## config.mk

```make
export PLATFORM = sky130hd
export DESIGN_NAME = tpu_host_seq
export DESIGN_NICKNAME = d
export VERILOG_FILES = /design/src/rtl/tpu_host_seq.sv
export SDC_FILE = /design/constraint.sdc
export NUM_CORES = 1
export LEC_CHECK = 0
export CORE_MARGIN = 2
export CORE_UTILIZATION = 35
export CTS_CLUSTER_DIAMETER = 80
export DETAILED_ROUTE_END_ITERATION = 16
export MAX_ROUTING_LAYER = met4
export PLACE_DENSITY = 0.76
export REMOVE_ABC_BUFFERS = 1
export SKIP_CTS_REPAIR_TIMING = 1
export SLEW_MARGIN = 15
export SYNTH_ARGS = -nofsm -noshare
export SYNTH_HDL_FRONTEND = slang
export SYNTH_SLANG_ARGS = --single-unit
```

## constraint.sdc

```tcl
create_clock -name clk -period 2.6 [get_ports clk]
set_input_delay 0.52 -clock clk [delete_from_list [all_inputs] [get_ports clk]]
set_output_delay 0.52 -clock clk [all_outputs]
set_load 0.05 [all_outputs]
```

## src/rtl/tpu_host_seq.sv

```systemverilog
// Bus initiator for the tpuv1 matmul unit: loads A and B rows, strobes start,
// waits a fixed compute time, then streams the C half-rows out over valid/ready.
module tpu_host_seq #(
  parameter int DIM      = 8,
  parameter int BITS_C   = 16,
  parameter int ADDRW    = 16,
  parameter int DATAW    = 64,
  parameter int WAIT_CYC = 32
) (
  input  logic             clk,
  input  logic             rst_n,
  input  logic             cmd_valid,
  output logic             cmd_ready,
  input  logic             ab_valid,
  output logic             ab_ready,
  input  logic [DATAW-1:0] ab_data,
  output logic             c_valid,
  input  logic             c_ready,
  output logic [DATAW-1:0] c_data,
  output logic [$clog2(DIM)-1:0] c_row,
  output logic             c_half,
  output logic             busy,
  output logic             done,
  output logic             tpu_r_w,
  output logic [ADDRW-1:0] tpu_addr,
  output logic [DATAW-1:0] tpu_wdata,
  input  logic [DATAW-1:0] tpu_rdata
);

  localparam int RW     = $clog2(DIM);
  localparam int WW     = $clog2(WAIT_CYC + 1);
  localparam int HALVES = (DIM * BITS_C) / DATAW;
  localparam int NBEATS = DIM * HALVES;

  localparam logic [RW-1:0] ROW_LAST  = RW'(DIM - 1);
  localparam logic [RW:0]   IDX_LAST  = (RW + 1)'(NBEATS - 1);
  localparam logic [WW-1:0] WAIT_LAST = WW'(WAIT_CYC - 1);

  localparam logic [ADDRW-1:0] A_BASE = ADDRW'(12'h100);
  localparam logic [ADDRW-1:0] B_BASE = ADDRW'(12'h200);
  localparam logic [ADDRW-1:0] C_BASE = ADDRW'(12'h300);
  localparam logic [ADDRW-1:0] S_ADDR = ADDRW'(12'h400);

  typedef enum logic [2:0] {IDLE, LOAD_A, LOAD_B, START, WAIT, READ_C} state_t;

  state_t          state;
  logic [RW-1:0]   row_cnt;
  logic [WW-1:0]   wait_cnt;
  logic [RW:0]     rd_idx;
  logic            rd_all;
  logic            rd_bus;
  logic            ab_fire;
  logic            c_fire;
  logic            issue;
  logic            last_beat;

  assign cmd_ready = (state == IDLE);
  assign ab_ready  = (state == LOAD_A) || (state == LOAD_B);
  assign busy      = (state != IDLE);
  assign ab_fire   = ab_valid && ab_ready;
  assign c_fire    = c_valid && c_ready;
  assign last_beat = c_fire && (c_row == ROW_LAST) && c_half;

  // A read may go out only if the output register will be empty when it lands.
  assign issue = (state == READ_C) && !rd_all && !rd_bus && (!c_valid || c_ready);

  always_ff @(posedge clk or negedge rst_n) begin
    if (!rst_n) begin
      state     <= IDLE;
      row_cnt   <= '0;
      wait_cnt  <= '0;
      rd_idx    <= '0;
      rd_all    <= 1'b0;
      rd_bus    <= 1'b0;
      c_valid   <= 1'b0;
      done      <= 1'b0;
      tpu_r_w   <= 1'b0;
      tpu_addr  <= '0;
      tpu_wdata <= '0;
    end else begin
      // The TPU decodes every cycle, so the bus falls back to idle unless driven.
      tpu_r_w   <= 1'b0;
      tpu_addr  <= '0;
      tpu_wdata <= '0;
      done      <= 1'b0;
      rd_bus    <= 1'b0;
      case (state)
        IDLE: begin
          if (cmd_valid) begin
            state    <= LOAD_A;
            row_cnt  <= '0;
            wait_cnt <= '0;
            rd_idx   <= '0;
            rd_all   <= 1'b0;
          end
        end
        LOAD_A, LOAD_B: begin
          if (ab_fire) begin
            tpu_r_w   <= 1'b1;
            tpu_addr  <= ((state == LOAD_A) ? A_BASE : B_BASE) | (ADDRW'(row_cnt) << 3);
            tpu_wdata <= ab_data;
            if (row_cnt == ROW_LAST) begin
              row_cnt <= '0;
              state   <= (state == LOAD_A) ? LOAD_B : START;
            end else begin
              row_cnt <= row_cnt + 1'b1;
            end
          end
        end
        START: begin
          tpu_r_w  <= 1'b1;
          tpu_addr <= S_ADDR;
          wait_cnt <= '0;
          state    <= WAIT;
        end
        WAIT: begin
          wait_cnt <= wait_cnt + 1'b1;
          if (wait_cnt == WAIT_LAST) state <= READ_C;
        end
        READ_C: begin
          if (rd_bus)      c_valid <= 1'b1;
          else if (c_fire) c_valid <= 1'b0;
          if (issue) begin
            tpu_addr <= C_BASE | (ADDRW'(rd_idx) << 3);
            rd_bus   <= 1'b1;
            rd_idx   <= rd_idx + 1'b1;
            if (rd_idx == IDX_LAST) rd_all <= 1'b1;
          end
          if (last_beat) done  <= 1'b1;
          if (done)      state <= IDLE;
        end
        default: state <= IDLE;
      endcase
    end
  end

  // Capture stage: row/half come straight from the read address on the bus.
  always_ff @(posedge clk) begin
    if (rd_bus) begin
      c_data <= tpu_rdata;
      c_row  <= tpu_addr[RW+3:4];
      c_half <= tpu_addr[3];
    end
  end

endmodule
```

==> impl_metrics.env <==
export IMPL_outcome="completed"
export IMPL_final_cells=858
export IMPL_drive_gt1_share_pct=6.028
export IMPL_cp_slowest_cell="dfrtp_1"
export IMPL_gp_congestion=0.8102
export IMPL_post_dp_cell_area_um2=8493
export IMPL_multi_input_area_um2=1026
export IMPL_ioPinCount=287
export IMPL_max_freq_mhz=450.5
export IMPL_clkLatencyLatePin_ns=0.41
export IMPL_grtUsageTotal_pct=16.76
export IMPL_grt_ovfl_total=0
export IMPL_fin_ws_ns=0.3801
export IMPL_yosysSeqAreaShare_pct=79.43
export IMPL_die_w_um=129
export IMPL_total_power_mw=9.725
export IMPL_slew_violations=0
export IMPL_cts_tree="built"
export IMPL_leakage_nw=3.677
export IMPL_dpl_worst_slack_ns=0.4202
export IMPL_rows=45
export IMPL_period_minus_slack_ns=2.220
export IMPL_regArea_um2=4345
export IMPL_ant_nets=0
export IMPL_p_per_area_nw_per_um2=1072
export IMPL_fp_dieH_um=129
export IMPL_drt_iter0_markers=201
export IMPL_slowest_delay_ns=0.52
export IMPL_io_buffers=277
export IMPL_syn_area_per_cell_um2=15.85
export IMPL_peakVddDrop_uv=578.8
export IMPL_fillerInstances=1222
export IMPL_synth_distinct_cells=37
export IMPL_clkTransAtPathRegs_ns=0.06
export IMPL_die_area_um2=16640
export IMPL_cp_top_family="flip-flops"
export IMPL_critPathKind="flop to primary output"
export IMPL_vias_per_cell=4.392
export IMPL_cts_htree_levels=4
export IMPL_cts_max_path_buffers=2
export IMPL_cts_buffers=17
export IMPL_antenna_found_initial=0
export IMPL_setup_viol=0
export IMPL_cap_viol_max_count=0
export IMPL_ys_ff_latch=160
export IMPL_cts_sinks=160
export IMPL_vias=3768
export IMPL_coreArea_um2=15260
export IMPL_synthFlopType="dfrtp_1"
export IMPL_diodes=0
export IMPL_syn_inst=345
export IMPL_root_buffer="clkbuf_16"
export IMPL_required_ns=2.08
export IMPL_crit_buf_inv=2
export IMPL_startpoint_type="flop"
export IMPL_place_inst=827
export IMPL_yosys_area_top_type="dfrtp_1"
export IMPL_area_growth_pct=65.84
export IMPL_grt_pass1_vias=3932
export IMPL_synth_edf_count=68
export IMPL_drc=0
export IMPL_hp_class="input port to asynchronous set/reset pin"
export IMPL_grt_start_max_net_pins=70
export IMPL_hold_violations=0
export IMPL_drt_first_pass_iters=4
export IMPL_cp_arrival_ns=1.70
export IMPL_synthesis_area_um2=5469
export IMPL_crit_path_end_kind="primary output"
export IMPL_routed_wirelength_mm=13.61
export IMPL_worst_pin_slew_ns=0.8461
export IMPL_crit_chain="nor3_1 -> inv_1 -> dlymetal6s2s_1"
export IMPL_grt_pass1_wl_mm=20.11
export IMPL_rsz0062_at_grt="false"
export IMPL_final_common_cell="clkdlybuf4s50_1"
export IMPL_detail_route_wl_per_cell_um=15.86
export IMPL_ys_top_cells_by_area="dfrtp_1 42%, edfxtp_1 37%, and2_1 7.7%"
export IMPL_period_share_pct=85.38
export IMPL_final_area_um2=9070
export IMPL_layout_common_cells="273 x clkdlybuf4s50_1, 91 x dfrtp_1, 68 x edfxtp_1"
export IMPL_worstPathMaxFanout=14
export IMPL_finClkSkew_ns=0.008514
export IMPL_nNetsFinal=772
export IMPL_async_flop_share_pct=57.50
export IMPL_start_util_pct=35.84
export IMPL_worst_slew_margin_rel_pct=43.60
export IMPL_synth_warnings=0
export IMPL_synth_top_area_share_pct=42.10
export IMPL_dpl_hpwl_mm=10.40
## state kept, by name, summed over array words and instances, names as in the netlist
name	cells
c_data	64
tpu_wdata	64
tpu_addr	7
wait_cnt	6
rd_idx	4
c_row	3
row_cnt	3
state	3
c_half	1
c_valid	1
done	1
rd_all	1
rd_bus	1
tpu_r_w	1
## cells by family (layout without fill, tap and decap cells)
kind of cell | after synthesis | in the layout | share of synthesized area [%]
other | 1 | 9 | 0.06857
AO/OA/AOI/OAI | 30 | 30 | 3.455
multiplexers | 5 | 5 | 0.9380
flip-flops | 160 | 160 | 79.43
buffers and inverters | 27 | 321 | 2.494
AND/OR/NAND/NOR | 117 | 117 | 12.54
XOR/XNOR | 1 | 1 | 0.1602
adder cells (fa/ha/maj) | 4 | 4 | 0.9152
## Yosys cell counts, types with 2 or more instances
| cell | number |
|---|---|
| nand3_1 | 7 |
| nor3_1 | 4 |
| inv_1 | 8 |
| nor2_1 | 8 |
| clkbuf_1 | 9 |
| and2_1 | 67 |
| edfxtp_1 | 68 |
| a22o_1 | 4 |
| buf_4 | 9 |
| ha_1 | 4 |
| nand2b_1 | 2 |
| mux2i_1 | 4 |
| o31ai_1 | 3 |
| dfrtp_1 | 92 |
| nor2b_1 | 2 |
| a21oi_1 | 6 |
| or3_1 | 2 |
| nand2_1 | 15 |
| o21ai_0 | 12 |
| nand3b_1 | 2 |
## path summary, 6_finish.rpt
path	startpoint	endpoint	slack [ns]	cells after the start
min reg2reg	tpu_addr[4]	c_row[0]	0.46	0
max in group asynchronous	rst_n	tpu_wdata[19]	1.83	2
min in group clk	tpu_addr[4]	c_row[0]	0.46	0
max	state[0]	busy	0.38	3
min	rst_n	tpu_wdata[31]	0.09	1
max reg2reg	state[2]	row_cnt[0]	0.71	5
## metal layers
layer	routed length, um	global-route usage (%)	up-vias
met5	0	-	-
met1	4957	17.62	1783
met2	6907	28.01	215
met4	275	6.841	0
li1	-	-	1748
met3	1472	6.861	22
## worst reg2reg max path, delay by kind of cell (launching register included)
family / cells / cell delay, ns
compound gates: 1 / 0.45
buf+inv: 2 / 0.35
flops: 1 / 0.38
mux: 1 / 0.39
simple gates: 1 / 0.18
## where the power goes
| group | internal (mW) | leakage, nW | switching [mW] |
|---|---|---|---|
| Sequential | 3.27 | 1.85 | 0.238 |
| Combinational | 1.26 | 1.54 | 2.53 |
| Clock | 1.49 | 0.279 | 0.928 |
| Total | 6.02 | 3.68 | 3.70 |
## area by class of cell
| type | instances | share of cell area, % |
|---|---|---|
| clock inverters | 12 | 1.559 |
| flip-flops and latches | 160 | 47.91 |
| well taps | 211 | 2.911 |
| clock buffers | 19 | 4.773 |
| repair buffers | 282 | 31.20 |
| inverters | 8 | 0.3311 |
| multi-input cells | 166 | 11.31 |
## metrics by stage
stage          setup TNS (ns)  hold slack, ns  utilization [%]
6_report                    0         0.09223            59.44
5_1_grt                     0          0.1218            59.44
4_1_cts              -0.02837         0.09832            59.43
3_5_place_dp                0          0.4458            55.66
3_3_place_gp                0          0.4363            55.66
2_1_floorplan         -0.4083          0.2244                -
(Power assumes the default switching activity.)
